### config.mk
export PLATFORM = sky130hd
export DESIGN_NAME = fetch_unit_flat
export DESIGN_NICKNAME = d
export VERILOG_FILES = /design/src/rtl/fetch_unit_if.sv /design/src/rtl/fetch_unit.sv /design/src/flat_wrapper.sv
export SDC_FILE = /design/constraint.sdc
export NUM_CORES = 1
export LEC_CHECK = 0
export CAP_MARGIN = 15
export CELL_PAD_IN_SITES_DETAIL_PLACEMENT = 1
export CELL_PAD_IN_SITES_GLOBAL_PLACEMENT = 1
export CORE_ASPECT_RATIO = 0.6
export CORE_UTILIZATION = 43
export CTS_CLUSTER_SIZE = 24
export DETAILED_ROUTE_END_ITERATION = 16
export HOLD_SLACK_MARGIN = 0.12
export PLACE_DENSITY_LB_ADDON = 0.15
export SETUP_SLACK_MARGIN = 0.02
export SLEW_MARGIN = 20
export SYNTH_ARGS = -nofsm -noshare
export SYNTH_HDL_FRONTEND = slang
export SYNTH_SLANG_ARGS = --single-unit
export TNS_END_PERCENT = 5
### constraint.sdc
create_clock -name clk -period 6.8 [get_ports clk]
set_clock_uncertainty 0.15 [all_clocks]
set_input_delay 1.02 -clock clk [delete_from_list [all_inputs] [get_ports clk]]
set_output_delay 1.02 -clock clk [all_outputs]
set_load 0.05 [all_outputs]
### src/rtl/fetch_unit_if.sv
// Instruction-memory request/response bus between the fetch unit (master)
// and the instruction memory or cache (slave).
interface fetch_unit_if;
  logic        imem_read;
  logic [31:0] imem_address;
  logic        imem_resp;
  logic [31:0] imem_rdata;

  modport master (
    output imem_read,
    output imem_address,
    input  imem_resp,
    input  imem_rdata
  );

  modport slave (
    input  imem_read,
    input  imem_address,
    output imem_resp,
    output imem_rdata
  );
endinterface

### src/rtl/fetch_unit.sv
// Pipeline IF stage: issues instruction fetches, fills the IF/ID register,
// parks one word while the pipe is stalled, and redirects on branch events.
module fetch_unit (
  input  logic                clk,
  input  logic                rst_n,
  input  logic                stall,
  input  logic                mispredict,
  input  logic [31:0]         ex_target,
  input  logic                sbp_mux_sel,
  input  logic [31:0]         sbp_target,
  fetch_unit_if.master        imem,
  output logic [31:0]         IF_ID_pc_out,
  output logic [31:0]         IF_ID_ir_out,
  output logic                IF_ID_invalidate_out,
  output logic [6:0]          opcode
);

  typedef enum logic [1:0] {
    FETCH = 2'd0,
    FULL  = 2'd1,
    DRAIN = 2'd2
  } state_t;

  localparam logic [31:0] RESET_PC = 32'h0000_0060;
  localparam logic [31:0] NOP_WORD = 32'h0000_0013;

  state_t      state;
  logic [31:0] pc;
  logic [31:0] redirect;
  logic [31:0] buf_pc;
  logic [31:0] buf_ir;
  logic [31:0] next_pc;

  // The ID-stage predictor only speaks for a real instruction sitting in IF/ID.
  assign next_pc           = (sbp_mux_sel && !IF_ID_invalidate_out) ? sbp_target
                                                                    : pc + 32'd4;
  assign imem.imem_address = pc;
  assign opcode            = IF_ID_ir_out[6:0];

  // NOTE: every register here updates with <= so all branches see the
  // pre-edge values of pc, state and IF_ID_invalidate_out.
  always_ff @(posedge clk or negedge rst_n) begin
    if (!rst_n) begin
      state                <= FETCH;
      pc                   <= RESET_PC;
      redirect             <= '0;
      buf_pc               <= '0;
      buf_ir               <= '0;
      imem.imem_read       <= 1'b0;
      IF_ID_pc_out         <= '0;
      IF_ID_ir_out         <= NOP_WORD;
      IF_ID_invalidate_out <= 1'b1;
    end else begin
      imem.imem_read <= 1'b1;
      case (state)
        FETCH: begin
          if (mispredict) begin
            IF_ID_invalidate_out <= 1'b1;
            if (imem.imem_resp) begin
              pc <= ex_target;
            end else begin
              redirect <= ex_target;
              state    <= DRAIN;
            end
          end else if (imem.imem_resp) begin
            pc <= next_pc;
            if (stall) begin
              buf_pc         <= pc;
              buf_ir         <= imem.imem_rdata;
              state          <= FULL;
              imem.imem_read <= 1'b0;
            end else begin
              IF_ID_pc_out         <= pc;
              IF_ID_ir_out         <= imem.imem_rdata;
              IF_ID_invalidate_out <= 1'b0;
            end
          end else if (!stall) begin
            IF_ID_invalidate_out <= 1'b1;
          end
        end

        FULL: begin
          if (mispredict) begin
            pc                   <= ex_target;
            IF_ID_invalidate_out <= 1'b1;
            state                <= FETCH;
          end else if (!stall) begin
            IF_ID_pc_out         <= buf_pc;
            IF_ID_ir_out         <= buf_ir;
            IF_ID_invalidate_out <= 1'b0;
            state                <= FETCH;
          end else begin
            imem.imem_read <= 1'b0;
          end
        end

        DRAIN: begin
          if (mispredict) begin
            redirect             <= ex_target;
            IF_ID_invalidate_out <= 1'b1;
          end
          // A redirect arriving with the stale response wins over the older one.
          if (imem.imem_resp) begin
            pc    <= mispredict ? ex_target : redirect;
            state <= FETCH;
          end
        end

        default: state <= FETCH;
      endcase
    end
  end

endmodule

### src/flat_wrapper.sv
// flat-port wrapper written by rule: the top's interface ports become plain ports
module fetch_unit_flat 
  (clk, rst_n, stall, mispredict, ex_target, sbp_mux_sel, sbp_target, IF_ID_pc_out, IF_ID_ir_out, IF_ID_invalidate_out, opcode, imem_imem_read, imem_imem_address, imem_imem_resp, imem_imem_rdata);
  fetch_unit_if imem_i ();
  input  logic clk;
  input  logic rst_n;
  input  logic stall;
  input  logic mispredict;
  input  logic [31:0] ex_target;
  input  logic sbp_mux_sel;
  input  logic [31:0] sbp_target;
  output logic [31:0] IF_ID_pc_out;
  output logic [31:0] IF_ID_ir_out;
  output logic IF_ID_invalidate_out;
  output logic [6:0] opcode;
  output wire logic [$bits(imem_i.imem_read)-1:0] imem_imem_read;
  output wire logic [$bits(imem_i.imem_address)-1:0] imem_imem_address;
  input wire logic [$bits(imem_i.imem_resp)-1:0] imem_imem_resp;
  input wire logic [$bits(imem_i.imem_rdata)-1:0] imem_imem_rdata;
  assign imem_imem_read = imem_i.imem_read;
  assign imem_imem_address = imem_i.imem_address;
  assign imem_i.imem_resp = imem_imem_resp;
  assign imem_i.imem_rdata = imem_imem_rdata;
  fetch_unit u_core (.clk(clk), .rst_n(rst_n), .stall(stall), .mispredict(mispredict), .ex_target(ex_target), .sbp_mux_sel(sbp_mux_sel), .sbp_target(sbp_target), .imem(imem_i), .IF_ID_pc_out(IF_ID_pc_out), .IF_ID_ir_out(IF_ID_ir_out), .IF_ID_invalidate_out(IF_ID_invalidate_out), .opcode(opcode));
endmodule
Word-level counts from Yosys, hierarchy flattened:

Cells that the tools add are included.
W data, S select, Z words.

* word-level logic and storage cells: 83
* output and inout bits: 105
* register bits: 196
* input bits: 102

* equal/unequal tests: 17
* reductions and logical operators: 12
* bitwise logic cells: 1
* $add $sub $neg: 1
* muxes and demuxes: 43

Operators with widths (count)
* $mux W32: 19
* $pmux W32 S2: 3
* $pmux W32 S3: 1
* $add A32 B3 Y32 const B: 1
* $ne A2 B2 Y1 const B: 10
* $mux W2: 7
* $ne A3 B3 Y1 const B: 4
* $mux W1: 10
* $reduce_and A4 Y1: 2
* $pmux W2 S3: 1
* $reduce_and A3 Y1: 2
* $reduce_and A6 Y1: 1
* $reduce_and A5 Y1: 1
* $ne A4 B4 Y1 const B: 1
* $reduce_bool A2 Y1: 2
* $pmux W1 S3: 1
* $reduce_bool A3 Y1: 1
* $eq A2 B1 Y1 const B: 1
* $eq A2 B2 Y1 const B: 1
* $logic_not A2 Y1: 1
* $pmux W1 S2: 1
* $logic_and A1 B1 Y1: 1
* $logic_not A1 Y1: 1
* $not A1 Y1: 1

Depth between registers and ports, before layout:

* depth after elaboration: 6
* depth in mapped cells: 10
* depth with buffers taken out: 7

Worst setup path before layout:

OpenSTA, ideal clock, no wires.

* kind: input to register
* from: input port mispredict
* to: register u_core.redirect[10]
* data arrival time: 2.708 ns
* buffers on the path: 3
* setup slack: 3.817 ns
* library setup time: 0.125 ns
* stages: 6
* required time: 6.525 ns
* cell sequence: clkbuf_1 > buf_1 > o21ai_0 > a21oi_1 > clkbuf_1 > mux2_2

* word-level cells in the longest chain between the ends: 2
* elaborated cells on any way between the ends: 4
* classes of those cells: eq/ne: 1; mux: 2; reduce/logical: 1

RTL lines
* from (decl): line flat_wrapper.sv:8 `input logic mispredict;`
* $mux W32 or $ne A2 B2 Y1 (tied branches)
* $pmux W32 S2 or $reduce_and A3 Y1 (tied branches)
* to (signal assigned): line fetch_unit.sv:62 `redirect <= ex_target;`
* to (signal assigned): line fetch_unit.sv:99 `redirect <= ex_target;`
* to (decl): line fetch_unit.sv:29 `logic [31:0] redirect;`

Parallel ways exist; a longest one is shown, timed or not.
A chain may end at the register's enable or synchronous reset.

Final worst setup path:

* from: register u_core.state[0]
* to: register u_core.pc[27], in the netlist u_core.imem.imem_address[27]

* word-level cells in the longest chain between the ends: 3
* elaborated cells on any way between the ends: 9
* classes of those cells: eq/ne: 5; mux: 1; reduce/logical: 3

RTL lines
* from (decl): line fetch_unit.sv:27 `state_t state;`
* from (signal assigned): line fetch_unit.sv:44 `state <= FETCH;`
* from (signal assigned): line fetch_unit.sv:63 `state <= DRAIN;`
* from (signal assigned): line fetch_unit.sv:70 `state <= FULL;`
* $eq A2 B2 Y1, or another cell as far along: line fetch_unit.sv:55 `case (state)`
* $ne A2 B2 Y1 (no line) or $reduce_bool A3 Y1 (tied branches)
* $reduce_and A4 Y1 (no line)
* to (signal assigned): line fetch_unit.sv:60 `pc <= ex_target;`
* to (signal assigned): line fetch_unit.sv:66 `pc <= next_pc;`
* to (signal assigned): line fetch_unit.sv:84 `pc <= ex_target;`
* to (decl): line fetch_unit.sv:28 `logic [31:0] pc;`

Parallel ways exist; a longest one is shown, timed or not.

==> flow_summary.ini <==
[outcome]
outcome = finished clean

[floorplanning]
die-area_um2 = 23500
rows = 42
die_width_um = 197
core_um2 = 22300
die-height_um = 119
floorplan.initialDensity_pct = 44.2
io_pins = 207

[power]
power_density_nw_per_um2 = 549
power.static_leakage_uw = 0.00517
p_clk_share_pct = 15.3
intPower_uw = 3740
report.power.total_uw = 7000
p_seq_share_pct = 32.2
power_switching_uw = 3250
ir_drop_v = 0.000240
netSwitchingFraction_pct = 46.5
power.combinational.fraction_pct = 52.5

[setup_path]
timing.setup.critical_path_class = flop to flop
crit_path_end_kind = flop
critical_path_required_ns = 6.95
crit_path_max_fanout = 23
crit_arrival_ns = 3.76
worstSetupStartpointType = flop

[layout]
final-instance-count-excl-fill = 1414
finish.net_count = 1199
synthToLayoutAreaGrowth_pct = 29.4
design_area_um2 = 12700
drive_above_1_share_pct = 15.3

[timing]
hold_viol_final = 0
fin_crit_sh_pct = 53.1
maxClockFrequency_mhz = 277
unrepaired_setup_endpoints_after_global_routing = no
period_minus_slack_ns = 3.61
fin_setup_tns_ns = 0
max_transition_margin_pct = 35.4
layout_setup_ws_ns = 3.19
setup_viol = 0
final_max_slew_viol_count = 0
timing_worst_slew_pin_value_ns = 0.969

[clocking]
cts.root.buffer_cell = clkbuf_16
tritoncts_buffer_count = 17
post_cts.repair.setup_buffers = 0
cts_tree = yes
worst_setup_hold_path_clk_slew_ns = 0.08
clock_sinks = 196
hold_buffers = 0
max-clock-path-buffers = 2
worst_skew_pair.late_latency_ns = 0.44
cts-resized-gates = 0
htree_levels = 4

[logic_synthesis]
synth.cell_area_um2 = 9850
synth-edff-count = 0
syn-num-nets = 1041
total_of_flip_flops_plus_latches_after_synthesis = 196
synthDistinctLibCells = 64
postSynthAreaPerCell_um2 = 10.6
post_synth_inst_count = 934
yosys_warnings = 0
ys_seq_area_share_pct = 49.8
async_set_reset_flop_share_out_of_synthesis_pct = 100
yosys_most_used_dff = dfrtp_1

[global_routing]
gr-usage-all-layers_pct = 27.2
antenna_violations_before_repair = 3
globalRouteOverflowTotal = 0
grt_pass1_vias = 8644
maximum_number_of_pins_on_one_net_before_global_route_repair = 93
global_route_wire_length_before_repair_um = 49000

[drt]
number_of_detailed_routing_iterations_run_before_antenna_repair = 4
detail_route.wirelength_um = 30700
remaining_drcs = 0
routed-via-count = 8209
detail-route-antenna-nets = 0
post_drt_wl_per_cell_um = 21.7
first_iter_violations = 462
route.detailed.vias_per_inst = 5.81

[min_path]
worst_hold_path_type = flop to flop

[placed_design]
post_dp_cell_area_um2 = 12100
dp_hpwl_um = 21200
portBuffers = 206
dp_worst_setup_slack_ns = 2.86
place.gp.congestion = 0.876
post-place-cells = 1381

[flow_run]
drv.max_cap_violation_count = 0
[logic make-up after synthesis]
| group | after synthesis | synth area share [%] |
|---|---|---|
| xor+xnor | 4 | 0.356 |
| buf+inv | 98 | 4.04 |
| flops | 196 | 49.8 |
| fa+ha+maj | 5 | 0.635 |
| compound gates | 247 | 16.7 |
| simple gates | 219 | 10.5 |
| mux | 165 | 18.0 |
[worst max-delay path, stage by stage, from the launching register on]
cell and delay (ns):
dfrtp_1 0.42, inv_1 0.10, ha_1 0.30, buf_4 0.23, inv_1 0.62, nand4_1 0.78
a221o_1 0.52, a311oi_1 0.25, nor4_1 0.09
[metal layers]
layer / global-route usage (%) / share of wire [%] / vias to the layer above
met1: 37.6 / 45 / 4147
met4: 6.20 / 1.4 / 4
met3: 7.39 / 7.3 / 31
li1: - / - / 3755
met2: 42.5 / 46 / 272
met5: 0 / 0.091 / -
[per-stage QoR]
step,utilization [%],hold WS (ns)
after global routing,57.2,0.367
after global placement,54.4,0.311
after CTS,57.2,0.334
after floorplan,-,0.300
final,57.2,0.332
after detailed placement,54.4,0.319
[synth_stat cells, drive strengths merged, types with 2 or more instances]
library cell | number | area share, %
xor2 | 3 | 0.27
nor3 | 8 | 0.41
a311oi | 6 | 0.53
a22o | 5 | 0.44
nor3b | 2 | 0.15
o21a | 2 | 0.15
o21ai | 102 | 5.2
nor2 | 27 | 1.0
dfrtp | 190 | 48
a22oi | 4 | 0.30
a221o | 10 | 1.0
and4 | 3 | 0.27
nor2b | 9 | 0.57
o211ai | 5 | 0.38
a32o | 3 | 0.30
mux2i | 67 | 6.8
a31oi | 9 | 0.57
inv | 16 | 0.61
dfstp | 6 | 1.6
a21boi | 2 | 0.15
o31ai | 7 | 0.53
a21oi | 30 | 1.5
o311ai | 2 | 0.18
clkbuf | 67 | 2.6
nand2b | 6 | 0.38
a211oi | 6 | 0.46
nand4 | 11 | 0.85
a2111oi | 4 | 0.42
o22ai | 2 | 0.13
nand2 | 116 | 4.4
a31o | 2 | 0.18
buf | 15 | 0.88
and3 | 6 | 0.38
o31a | 3 | 0.27
mux2 | 98 | 11
or3 | 4 | 0.25
o41ai | 2 | 0.18
a211o | 2 | 0.18
ha | 5 | 0.63
a221oi | 27 | 2.5
nand3 | 13 | 0.66
or4 | 3 | 0.27
nor4 | 10 | 0.76
[placed cells by master (no fill, tap or decap), types with 5 or more instances in the layout]
master / n
a221o_1: 10
a221oi_1: 26
o211ai_1: 5
nor2b_1: 8
nor3_1: 7
nand3_1: 11
inv_1: 16
dfstp_2: 6
mux2i_1: 67
dfrtp_1: 190
a31oi_1: 9
nand2_1: 116
mux2_2: 98
a211oi_1: 6
clkinvlp_4: 5
nand2b_1: 6
nor4_1: 8
and3_1: 6
o31ai_1: 7
clkbuf_16: 17
clkdlybuf4s50_1: 204
buf_4: 15
nor2_1: 26
o21ai_0: 102
a311oi_1: 6
a21oi_1: 29
nand4_1: 10
a22o_1: 5
[path summary, 6_finish.rpt]
| check | cells past startpoint | endpoint | slack [ns] | start |
|---|---|---|---|---|
| max in group asynchronous | 2 | u_core.IF_ID_ir_out[25] | 4.70 | rst_n |
| min | 2 | u_core.IF_ID_pc_out[21] | 0.33 | u_core.IF_ID_pc_out[21] |
| min in group asynchronous | 1 | u_core.redirect[15] | 0.53 | rst_n |
| max | 8 | u_core.imem.imem_address[27] | 3.19 | u_core.state[0] |
| max reg2reg | 8 | u_core.imem.imem_address[27] | 3.19 | u_core.state[0] |
| min reg2reg | 2 | u_core.IF_ID_pc_out[21] | 0.33 | u_core.IF_ID_pc_out[21] |
[layout make-up]
class / count / area (um2)
inverters: 16 / 60.1
flip-flops and latches: 196 / 4910
diodes: 1 / 2.50
well taps: 308 / 385
clock buffers: 21 / 470
repair buffers: 221 / 2170
fillers: 2431 / 9530
multi-input cells: 640 / 4590
clock inverters: 11 / 150
[registers in the layout (all words and copies together) (netlist names)]
name	cells
u_core.state	2
u_core.imem.imem_address	32
u_core.IF_ID_ir_out	32
u_core.redirect	32
u_core.buf_ir	32
u_core.buf_pc	32
u_core.IF_ID_invalidate_out	1
u_core.IF_ID_pc_out	32
u_core.imem.imem_read	1
[power groups by stage]
stage          Combinational, uW  Sequential (uW)  Clock (uW)
3_3_place_gp                3570             2220           0
4_1_cts                     3680             2250        1090
6_report                    3670             2250        1070
5_1_grt                     3920             2330        1130
3_5_place_dp                3660             2260           0
2_1_floorplan               1620             3030           0
Note: power is estimated with default switching activity, not from simulation.
